===== src/rtl/ysyx_22051013_icache_ctrl.sv =====
// Direct-mapped, read-only instruction cache controller.
// Owns a 64-entry tag RAM ({valid, tag[22:0]}) and a 64 x 64-bit data RAM, both with
// one-cycle read latency. It serves CPU fetches on a hit, refills on a miss through a
// single-beat memory read, and invalidates every entry on reset and on flush_req_i.
//
// Ports:
//   clk_i, rst_i                     clock, synchronous active-high reset
//   cpu_req_valid_i/ready_o/addr_i   fetch request handshake
//   cpu_resp_valid_o/data_o          one-cycle response pulse, data zero when idle
//   flush_req_i, flush_busy_o        invalidate-all request / flush in progress
//   tag_addr_o/wdata_o/wena_o        tag RAM write side and shared index
//   tag_rdata_i, tag_rvalid_i        tag RAM read data (stored tag, valid)
//   data_addr_o/wdata_o/wena_o       data RAM write side, index always equals tag_addr_o
//   data_rdata_i                     data RAM read data
//   mem_req_valid_o/ready_i/addr_o   memory read request
//   mem_resp_valid_i/data_i          memory read response (single beat)
module ysyx_22051013_icache_ctrl (
   input  logic        clk_i,
   input  logic        rst_i,
   input  logic        cpu_req_valid_i,
   input  logic [31:0] cpu_req_addr_i,
   output logic        cpu_req_ready_o,
   output logic        cpu_resp_valid_o,
   output logic [63:0] cpu_resp_data_o,
   input  logic        flush_req_i,
   output logic        flush_busy_o,
   output logic [5:0]  tag_addr_o,
   output logic [23:0] tag_wdata_o,
   output logic        tag_wena_o,
   input  logic [22:0] tag_rdata_i,
   input  logic        tag_rvalid_i,
   output logic [5:0]  data_addr_o,
   output logic [63:0] data_wdata_o,
   output logic        data_wena_o,
   input  logic [63:0] data_rdata_i,
   output logic        mem_req_valid_o,
   output logic [31:0] mem_req_addr_o,
   input  logic        mem_req_ready_i,
   input  logic        mem_resp_valid_i,
   input  logic [63:0] mem_resp_data_i
);

   typedef enum logic [2:0] {
      StFlush,
      StIdle,
      StLookup,
      StMissReq,
      StMissWait
   } state_e;

   state_e      state_q, state_d;
   logic [22:0] req_tag_q, req_tag_d;
   logic [5:0]  req_idx_q, req_idx_d;
   logic [5:0]  flush_cnt_q, flush_cnt_d;
   logic        flush_pend_q, flush_pend_d;
   logic        hit;

   assign hit = tag_rvalid_i && (tag_rdata_i == req_tag_q);

   // Both RAMs are always addressed with the same index, so a tag write and a data
   // write can never land on different entries.
   assign data_addr_o = tag_addr_o;

   always_ff @(posedge clk_i) begin
      if (rst_i) begin
         state_q      <= StFlush;
         req_tag_q    <= '0;
         req_idx_q    <= '0;
         flush_cnt_q  <= '0;
         flush_pend_q <= 1'b0;
      end else begin
         state_q      <= state_d;
         req_tag_q    <= req_tag_d;
         req_idx_q    <= req_idx_d;
         flush_cnt_q  <= flush_cnt_d;
         flush_pend_q <= flush_pend_d;
      end
   end

   always_comb begin
      state_d          = state_q;
      req_tag_d        = req_tag_q;
      req_idx_d        = req_idx_q;
      flush_cnt_d      = flush_cnt_q;
      flush_pend_d     = flush_pend_q;
      cpu_req_ready_o  = 1'b0;
      cpu_resp_valid_o = 1'b0;
      cpu_resp_data_o  = '0;
      flush_busy_o     = 1'b0;
      tag_addr_o       = req_idx_q;
      tag_wdata_o      = '0;
      tag_wena_o       = 1'b0;
      data_wdata_o     = '0;
      data_wena_o      = 1'b0;
      mem_req_valid_o  = 1'b0;
      mem_req_addr_o   = '0;

      unique case (state_q)
         StFlush: begin
            flush_busy_o = 1'b1;
            tag_wena_o   = 1'b1;
            tag_addr_o   = flush_cnt_q;
            flush_cnt_d  = flush_cnt_q + 6'd1;
            if (flush_cnt_q == 6'd63) begin
               state_d      = StIdle;
               flush_cnt_d  = '0;
               flush_pend_d = 1'b0;
            end
         end

         StIdle: begin
            // Speculative read so tag and data are ready in LOOKUP.
            tag_addr_o = cpu_req_addr_i[8:3];
            if (flush_req_i || flush_pend_q) begin
               state_d = StFlush;
            end else begin
               cpu_req_ready_o = 1'b1;
               if (cpu_req_valid_i) begin
                  req_tag_d = cpu_req_addr_i[31:9];
                  req_idx_d = cpu_req_addr_i[8:3];
                  state_d   = StLookup;
               end
            end
         end

         StLookup: begin
            if (flush_req_i) flush_pend_d = 1'b1;
            if (hit) begin
               cpu_resp_valid_o = 1'b1;
               cpu_resp_data_o  = data_rdata_i;
               state_d          = StIdle;
            end else begin
               state_d = StMissReq;
            end
         end

         StMissReq: begin
            if (flush_req_i) flush_pend_d = 1'b1;
            mem_req_valid_o = 1'b1;
            mem_req_addr_o  = {req_tag_q, req_idx_q, 3'b000};
            if (mem_req_ready_i) state_d = StMissWait;
         end

         StMissWait: begin
            if (flush_req_i) flush_pend_d = 1'b1;
            if (mem_resp_valid_i) begin
               tag_wena_o       = 1'b1;
               tag_wdata_o      = {1'b1, req_tag_q};
               data_wena_o      = 1'b1;
               data_wdata_o     = mem_resp_data_i;
               cpu_resp_valid_o = 1'b1;
               cpu_resp_data_o  = mem_resp_data_i;
               state_d          = StIdle;
            end
         end

         default: begin
            state_d = StFlush;
         end
      endcase
   end

endmodule


===== config.mk =====
export PLATFORM = sky130hd
export DESIGN_NAME = ysyx_22051013_icache_ctrl
export DESIGN_NICKNAME = d
export VERILOG_FILES = /design/src/rtl/ysyx_22051013_icache_ctrl.sv
export SDC_FILE = /design/constraint.sdc
export NUM_CORES = 1
export LEC_CHECK = 0
export BUFFER_PORTS_ARGS = -buffer_cell sky130_fd_sc_hd__buf_2
export CORE_AREA = 2 2 150 152
export DETAILED_ROUTE_END_ITERATION = 10
export DIE_AREA = 0 0 152 154
export PLACE_DENSITY = 0.49
export SYNTH_ARGS = -nofsm -noshare
export SYNTH_HDL_FRONTEND = slang
export SYNTH_SLANG_ARGS = --single-unit

===== constraint.sdc =====
create_clock -name clk_i -period 5.9 [get_ports clk_i]
set_clock_uncertainty 0.2 [all_clocks]
set_input_delay 1.18 -clock clk_i [delete_from_list [all_inputs] [get_ports clk_i]]
set_output_delay 1.18 -clock clk_i [all_outputs]
set_load 0.02 [all_outputs]

======== Yosys cells after proc, flatten, opt, wreduce, memory -nomap -nowiden ========
Index checks and enable logic that the tools add are counted.
operators by class
  equal/unequal tests ..................... 11
  multipliers ............................. 0
  bitwise gates (word level) .............. 1
  mux-type cells .......................... 28
  div/mod/pow operators ................... 0
  add/sub/neg operators ................... 1
  reduce and logical (&&, ||, !) cells .... 8
  shift-type cells ........................ 0
  order comparisons ....................... 0
operators with widths
  operator                                               count
  2-to-1 mux 64 bit                                      3
  case mux 64 bit (2 select lines)                       1
  2-to-1 mux 24 bit                                      2
  2-to-1 mux 32 bit                                      1
  equality test 23 bit                                   1
  2-to-1 mux 3 bit                                       5
  case mux 3 bit (5 select lines)                        1
  case mux 6 bit (2 select lines)                        1
  2-to-1 mux 1 bit                                       9
  adder 6 x 1 -> 6 bit, second input constant            1
  equality test 3 x 2 -> 1 bit, second input constant    2
  equality test 6 bit, second input constant             1
  2-to-1 mux 6 bit                                       1
  inequality test 2 bit, second input constant           3
  case mux 1 bit (2 select lines)                        3
  AND reduction 3 bit                                    2
  AND reduction 4 bit                                    1
  equality test 3 x 1 -> 1 bit, second input constant    1
  equality test 3 bit, second input constant             1
  logical NOT 3 bit                                      1
  inequality test 3 bit, second input constant           1
  OR reduction 3 bit                                     1
  2-to-1 mux 2 bit                                       1
  inequality test 2 x 1 -> 1 bit, second input constant  1
  other kinds (4)                                        4
word-level totals
  memories kept ........................... 0
  logic and storage cells ................. 54
  input bits .............................. 190
  bits in registers ....................... 39
  bits in latches ......................... 0
  output and inout port bits .............. 202
  bits in read-only memories .............. 0
  memory bits (writable) .................. 0

======== Longest topological paths before layout ========
Gate-level depths: netlist of run 1.
  depth after elaboration ................. 4
  mapped depth ............................ 8
  depth with buffers taken out ............ 5

======== Worst setup path after synthesis of run 1 ========
Ideal clock, no wire load.
  kind .................................... input to output
  from .................................... input port tag_rdata_i[11]
  to ...................................... output port cpu_resp_valid_o
  required time ........................... 4.520 ns
  path buffers ............................ 2
  cell stages on the path ................. 6
  data arrival time ....................... 2.782 ns
  setup slack ............................. 1.738 ns
  path through ............................ xnor2_1 nand4_1 or4_4 buf_6 buf_6 o31ai_1
on the way
  word-level cells in the longest chain between the ends .. 4
RTL lines
  element                          line  source
  from (decl)                      30    input logic [22:0] tag_rdata_i,
  equality test 23 bit             58    assign hit = tag_rvalid_i && (tag_rdata_i == req_tag_q);
  logical AND 1 bit                58
  2-to-1 mux 1 bit                 128   if (hit) begin
  case mux 1 bit (2 select lines)  98    unique case (state_q)
  to (decl)                        23    output logic cpu_resp_valid_o,
No other way between the ends.

======== Final worst setup path of run 1 ========
  from .................................... input port tag_rdata_i[14]
  to ...................................... output port cpu_resp_data_o[6]
on the way
  word-level cells in the longest chain between the ends .. 4
RTL lines
  element                           line  source
  equality test 23 bit              58
  logical AND 1 bit                 58
  2-to-1 mux 64 bit                 128
  case mux 64 bit (2 select lines)  98
  to (decl)                         24    output logic [63:0] cpu_resp_data_o,
No other way between the ends.

==> flow_summary.ini, run 1 <==
[clocking]
root_buffer = clkbuf_16
cts_tree = yes
cts_sinks = 39
cts_resized = 0
hold_buffers = 0
clk_latency_ps = 280
cts_buffers = 5
path_clk_slew_ps = 60
htree_levels = 2
postCtsSetupBuffers = 0
clock_path_buffers = 2

[sta]
fin_ws_ps = 1104
fin_tns_setup_ps = 0
hold_violations = 0
report.final.setup_viol = 0
hold_slack_ps = 251.1
slew-limit-headroom_pct = 30.24
fin_crit_ps = 4796
final.period_utilization_pct = 81.29
rsz0062_at_grt = false
worst_slew_pin_slew_ps = 1046
max_freq_mhz = 208.5
slew_viol_final = 0

[synth]
ys_warn_count = 0
synth_top_area_cell = dfxtp_1
synth-edff-count = 0
ys_seq_area_share_pct = 19.89
synth_area_per_cell_sq_um = 6.553
synthFlopType = dfxtp_1
synth_cell_type_count = 40
yosysMostFrequentCell = nand2_1
synthTopCellsByArea = dfxtp_1, nand2_1, o31ai_2
synthArstFlopShare_pct = 0
synth_area_sq_mm = 0.003925
netlist_top_cells_count = nand2_1, inv_1, dfxtp_1, o31ai_2, a21oi_1
synth_top_area_share_pct = 19.89
netlist_instances = 599
synth.ff_latch_count = 39

[floorplan]
die_w_microns = 152
ioPinCount = 392
core_sq_mm = 0.02169
initial_core_util_pct = 18.10
die_h_microns = 154
die_area_sq_mm = 0.02341
rows = 54

[placed_design]
routabilityCongestion = 0.7679
dp.cells = 1216
io_buffers = 385
dp_slack_ps = 1056
placed_cell_area_sq_mm = 0.005948
dpl.hpwl_microns = 15700

[global_route]
grt_overflow = 0
grt_util_all_layers_pct = 15.49
grt_pass1_vias = 4830
grt_first_pass_wirelength_microns = 28640
antenna_found_initial = 2
grt_start_max_net_pins = 56

[power_and_ir_drop]
peakVddDrop_mv = 0.1126
switching_share_pct = 24.65
p_clk_share_pct = 41.9
p_per_area_mw_per_mm2 = 103.5
seq_power_share_pct = 42.6
finalPower_mw = 0.6303
p_int_mw = 0.4749
power.leakage_nw = 3.683
p_comb_share_pct = 15.5
p_sw_mw = 0.1554

[setup_path]
path_max_fanout = 37
cpMostUsedCell = buf_2
slowest_delay_ps = 540
worstPathRequired_ps = 4520
crit_slowest_cell = nor4_1
start_kind = primary input
crit_path_end_kind = primary output
critPathKind = in2out
cp_cell_sequence = buf_2 > xor2_1 > nor4_1 > nand2_4 > buf_4 > o31ai_1 > buf_2
crit_arrival_ps = 3420

[final_layout]
utilization_pct = 28.08
final_nets = 1134
fillers = 2468
drive_gt1_share_pct = 47.40
stdcell_count = 1224
fin_area_sq_mm = 0.006090
syn2layout_area_growth_pct = 55.15

[status]
status = completed

[routing]
wl_per_cell_microns = 15.97
first_iter_violations = 313
ant_nets = 0
drc_errors = 0
dr.pass1.iters = 7
drt-total-wl_microns = 19540
via_count = 5160
via_per_inst = 4.216

[worst_hold_path]
hold_class = reg2reg

[flow_run]
maxCapViolations = 0
==> cell usage in the layout (no fill, tap or decap), drive strengths merged, types with 2 or more instances in the layout <==
cell	netlist	routed
nand4	8	8
o21a	2	2
mux2i	7	7
inv	68	68
nand2b	3	3
nor3b	2	2
nand3	2	2
and2	29	29
and3	24	24
buf	33	394
conb	1	3
o31ai	65	65
nor4	2	2
clkinv	0	2
o21ai	9	9
nor2b	2	2
nand2	198	198
clkbuf	26	5
a21oi	33	33
dfxtp	39	39
xnor2	15	15
xor2	11	11
nor2	7	7
==> state kept, by name, summed over array words and instances, names as in the netlist <==
| signal | count |
|---|---|
| flush_cnt_q | 6 |
| state_q | 3 |
| req_tag_q | 23 |
| flush_pend_q | 1 |
| req_idx_q | 6 |
==> power by group through the flow <==
stage	sequential (mW)	combinational, mW	clock [mW]
finish	0.268	0.0975	0.264
global route	0.269	0.108	0.283
CTS	0.268	0.0988	0.274
detailed placement	0.274	0.0983	0
global placement	0.274	0.0969	0
floorplan	0.273	0.0310	0
==> final timing paths <==
path              startpoint                  to  slack [ps]  cells after the start
max          tag_rdata_i[14]  cpu_resp_data_o[6]        1100                      7
min             flush_pend_q        flush_pend_q         250                      2
max reg2reg       state_q[0]          state_q[0]        3060                      4
min reg2reg     flush_pend_q        flush_pend_q         250                      2
==> kinds of logic (layout without fill, tap and decap cells) <==
kind of cell | count (synthesis) | count (layout) | synth area share [%]
adders and majority gates | 1 | 1 | 0.3187
DFF | 39 | 39 | 19.89
AOI/OAI and AO/OA | 114 | 114 | 24.04
and+or+nand+nor | 283 | 283 | 32.39
other | 1 | 4 | 0.09554
buffers and inverters | 127 | 469 | 15.40
xor gates and xnor gates | 26 | 26 | 5.802
muxes | 8 | 8 | 2.072
==> per-layer routing <==
metal	up-vias	track usage [%]	wire, microns
met1	2282	18.29	7889
met4	2	3.516	262
met2	242	27.91	9854
li1	2619	-	-
met5	-	0	11
met3	15	4.228	1528
==> worst max-delay path: cells and delay by family <==
family                    cells  cell delay [ps]
AOI/OAI and AO/OA             1              310
xor gates and xnor gates      1              150
buffers and inverters         3              750
and+or+nand+nor               2             1000
==> area by class of cell <==
class / instances / area [sq um] / share of cell area, %
Multi-Input combinational cell: 435 / 2567 / 42.16
Tap cell: 280 / 350.3 / 5.753
Sequential cell: 39 / 780.7 / 12.82
Clock inverter: 2 / 13.76 / 0.2260
Antenna cell: 1 / 2.502 / 0.04109
Clock buffer: 5 / 125.1 / 2.055
Inverter: 68 / 255.2 / 4.191
Timing Repair Buffer: 394 / 1994 / 32.75
No activity file was read; power rests on OpenSTA's default activity.
==> run 2, diff against run 1 <==
Clock period 5.9 ns to 4.9 ns, I/O delays scaled along.
==> flow_summary.ini, run 2 (same netlist as run 1, synthesis figures left out) <==
[setup_path]
worstPathRequired_ps = 3720
crit_arrival_ps = 3000
crit_slowest_cell = or4_4
path_max_fanout = 22
cp_cell_sequence = buf_2 > xnor2_1 > nand4_1 > or4_4 > buf_4 > o31ai_1 > buf_2
slowest_delay_ps = 740
cpMostUsedCell = buf_2
crit_path_end_kind = primary output
critPathKind = in2out
start_kind = primary input

[clocking]
clk_latency_ps = 280
htree_levels = 2
cts_sinks = 39
hold_buffers = 0
cts_tree = yes
root_buffer = clkbuf_16
path_clk_slew_ps = 60
cts_buffers = 5
postCtsSetupBuffers = 0
cts_resized = 0
clock_path_buffers = 2

[global_route]
grt_util_all_layers_pct = 15.71
grt_pass1_vias = 4807
grt_first_pass_wirelength_microns = 28980
antenna_found_initial = 3
grt_overflow = 0
grt_start_max_net_pins = 66

[sta]
rsz0062_at_grt = false
slew_viol_final = 0
worst_slew_pin_slew_ps = 790.9
max_freq_mhz = 239.3
fin_tns_setup_ps = 0
hold_violations = 0
report.final.setup_viol = 0
fin_crit_ps = 4179
final.period_utilization_pct = 85.28
slew-limit-headroom_pct = 47.20
fin_ws_ps = 721.3

[floorplan]
die_h_microns = 154
initial_core_util_pct = 18.10
rows = 54
die_w_microns = 152
die_area_sq_mm = 0.02341
core_sq_mm = 0.02169
ioPinCount = 392

[routing]
drc_errors = 0
wl_per_cell_microns = 15.96
via_count = 5162
dr.pass1.iters = 4
via_per_inst = 4.207
ant_nets = 0
drt-total-wl_microns = 19580
first_iter_violations = 262

[placed_design]
io_buffers = 385
dpl.hpwl_microns = 15770
placed_cell_area_sq_mm = 0.005993
routabilityCongestion = 0.8078
dp_slack_ps = 655.7

[final_layout]
layout_commonest_cell = buf_2
regMostFlops = req_tag_q
utilization_pct = 28.42
fillers = 2505
syn2layout_area_growth_pct = 57.03
largest_reg_flops = 23
drive_gt1_share_pct = 47.46
fin_area_sq_mm = 0.006163
final_nets = 1135
final_cell_mix = buf_2, nand2_1, inv_1, dfxtp_1, o31ai_2
reg_top3 = req_tag_q x23, flush_cnt_q x6, req_idx_q x6

[power_and_ir_drop]
p_per_area_mw_per_mm2 = 131.3
power.leakage_nw = 3.708
peakVddDrop_mv = 0.1450

[status]
status = completed

[worst_hold_path]
hold_class = reg2reg

[flow_run]
maxCapViolations = 0
## run 2: power breakdown
part	internal (mW)	switching, mW
combinational	0.0671	0.0503
sequential	0.319	0.00378
clock	0.237	0.131
## run 2: layout make-up
type	instances	area, sq um	share of cell area (%)
multi-input cells	435	2567	41.66
flip-flops and latches	39	780.7	12.67
inverters	68	255.2	4.141
diodes	3	7.507	0.1218
clock inverters	2	37.54	0.6090
well taps	280	350.3	5.684
repair buffers	395	2039	33.09
clock buffers	5	125.1	2.030
## run 2: critical path: cells and delay by family
kind	cells	cell delay [ps]
AO/OA/AOI/OAI	1	260
XOR/XNOR	1	210
buffers and inverters	3	610
AND/OR/NAND/NOR	2	920
## run 2: routing by layer
metal  global-route usage [%]  share of wire [%]  vias up
met5                        0                  0        -
met4                    4.094                1.7        0
met3                    3.410                7.2       13
met2                    27.99                 49      216
met1                    19.13                 42     2307
li1                         -                  -     2626
## run 2: final timing paths
path              cells after the start  slack [ps]                  end      startpoint
setup / recovery                      7         720  cpu_resp_data_o[56]  tag_rdata_i[3]
hold / removal                        2         250         flush_pend_q    flush_pend_q
hold reg to reg                       2         250         flush_pend_q    flush_pend_q
setup reg to reg                      4        2410           state_q[0]      state_q[0]
## run 2: per-stage QoR
stage | total power [mW] | cells | hold WS, ps
2_1_floorplan | 0.3663 | 601 | 223.9
3_3_place_gp | 0.4468 | 1217 | 235.8
3_5_place_dp | 0.4483 | 1217 | 237.5
4_1_cts | 0.8221 | 1224 | 247.7
5_1_grt | 0.8476 | 1226 | 290.8
6_report | 0.8093 | 1227 | 246.3
==> run 3, diff against run 2 <==
Clock period 4.9 ns to 5.3 ns, I/O delays scaled along.
==> flow_summary.ini, run 3 (same netlist as run 1, synthesis figures left out) <==
[power_and_ir_drop]
p_per_area_mw_per_mm2 = 122.5
p_clk_share_pct = 45.7
seq_power_share_pct = 39.9
p_int_mw = 0.5761
switching_share_pct = 23.07
finalPower_mw = 0.7489
p_sw_mw = 0.1728
p_comb_share_pct = 14.4
peakVddDrop_mv = 0.09954
power.leakage_nw = 3.682

[routing]
wl_per_cell_microns = 15.91
first_iter_violations = 261
dr.pass1.iters = 4
drc_errors = 0
drt-total-wl_microns = 19470
via_per_inst = 4.176
via_count = 5112
ant_nets = 0

[final_layout]
drive_gt1_share_pct = 47.29
syn2layout_area_growth_pct = 55.82
final_cell_mix = buf_2, nand2_1, inv_1, dfxtp_1, o31ai_2
regMostFlops = req_tag_q
stdcell_count = 1224
fin_area_sq_mm = 0.006116
fillers = 2476
largest_reg_flops = 23
final_nets = 1132
layout_commonest_cell = buf_2
multi_input_area_sq_mm = 0.002567
reg_top3 = req_tag_q x23, flush_cnt_q x6, req_idx_q x6
regArea_sq_um = 780.7

[sta]
worst_slew_pin_slew_ps = 1071
fin_tns_setup_ps = 0
hold_violations = 0
rsz0062_at_grt = false
slew-limit-headroom_pct = 28.60
fin_crit_ps = 4450
slew_viol_final = 0
final.period_utilization_pct = 83.97
max_freq_mhz = 224.7
hold_slack_ps = 247.2
report.final.setup_viol = 0

[floorplan]
core_sq_mm = 0.02169
die_w_microns = 152
initial_core_util_pct = 18.10
rows = 54
ioPinCount = 392
die_h_microns = 154
die_area_sq_mm = 0.02341

[setup_path]
worstPathRequired_ps = 4040
slowest_delay_ps = 890
cpMostUsedCell = buf_2
critPathKind = in2out
crit_arrival_ps = 3190
crit_slowest_cell = or4_4
crit_path_end_kind = primary output
path_max_fanout = 66
start_kind = primary input
cp_cell_sequence = buf_2 > xnor2_1 > nand4_1 > or4_4 > o31ai_1 > buf_2

[clocking]
cts_tree = yes
hold_buffers = 0
cts_resized = 0
clock_path_buffers = 2
root_buffer = clkbuf_16
clk_latency_ps = 280
cts_sinks = 39
path_clk_slew_ps = 60
cts_buffers = 5
htree_levels = 2
postCtsSetupBuffers = 0

[placed_design]
placed_cell_area_sq_mm = 0.005946
dp.cells = 1214
io_buffers = 385
dpl.hpwl_microns = 15490
routabilityCongestion = 0.7989

[global_route]
grt_overflow = 0
grt_start_max_net_pins = 67
grt_util_all_layers_pct = 15.51
antenna_found_initial = 4
grt_first_pass_wirelength_microns = 28610
grt_pass1_vias = 4782

[flow_run]
maxCapViolations = 0

[status]
status = completed

[worst_hold_path]
hold_class = reg2reg
[run 3: changes by cell type in the layout (fill, tap and decap cells not counted)]
cell | before | now
buf_4 | 7 | 6
buf_12 | 3 | 1
[run 3: per-stage QoR]
stage	utilization [%]	worst slack, ps
after floorplan	-	1378
after global placement	27.41	828.4
after detailed placement	27.41	816.3
after CTS	28.16	825.8
after global routing	28.19	784.1
final	28.20	849.8
[run 3: cell type report]
| type | count | share of cell area [%] |
|---|---|---|
| Antenna cell | 3 | 0.1227 |
| Clock buffer | 5 | 2.046 |
| Clock inverter | 2 | 0.6137 |
| Inverter | 68 | 4.173 |
| Multi-Input combinational cell | 435 | 41.98 |
| Sequential cell | 39 | 12.77 |
| Tap cell | 280 | 5.728 |
| Timing Repair Buffer | 392 | 32.57 |
[run 3: critical path, delay by kind of cell]
kind | cells | cell delay, ps
buffers and inverters | 2 | 320
XOR/XNOR | 1 | 190
AND/OR/NAND/NOR | 2 | 1080
AO/OA/AOI/OAI | 1 | 440
[run 3: worst paths after layout]
path,cells past startpoint,slack [ps],start,end
setup reg to reg,4,2480,state_q[0],state_q[0]
hold reg to reg,2,250,flush_pend_q,flush_pend_q
hold / removal,2,250,flush_pend_q,flush_pend_q
setup / recovery,6,850,tag_rdata_i[3],cpu_resp_data_o[32]
[run 3: power by group through the flow]
stage / registers (mW) / clock network [mW] / logic, mW
after detailed placement: 0.305 / 0 / 0.108
after global routing: 0.299 / 0.363 / 0.119
final: 0.299 / 0.342 / 0.108
after global placement: 0.305 / 0 / 0.107
after CTS: 0.299 / 0.352 / 0.109
after floorplan: 0.304 / 0 / 0.0346
[run 3: routing by layer]
metal | track usage (%) | wire [microns]
met5 | 0 | 0
met4 | 3.827 | 320
met3 | 3.213 | 1288
met2 | 27.56 | 9604
met1 | 19.13 | 8256
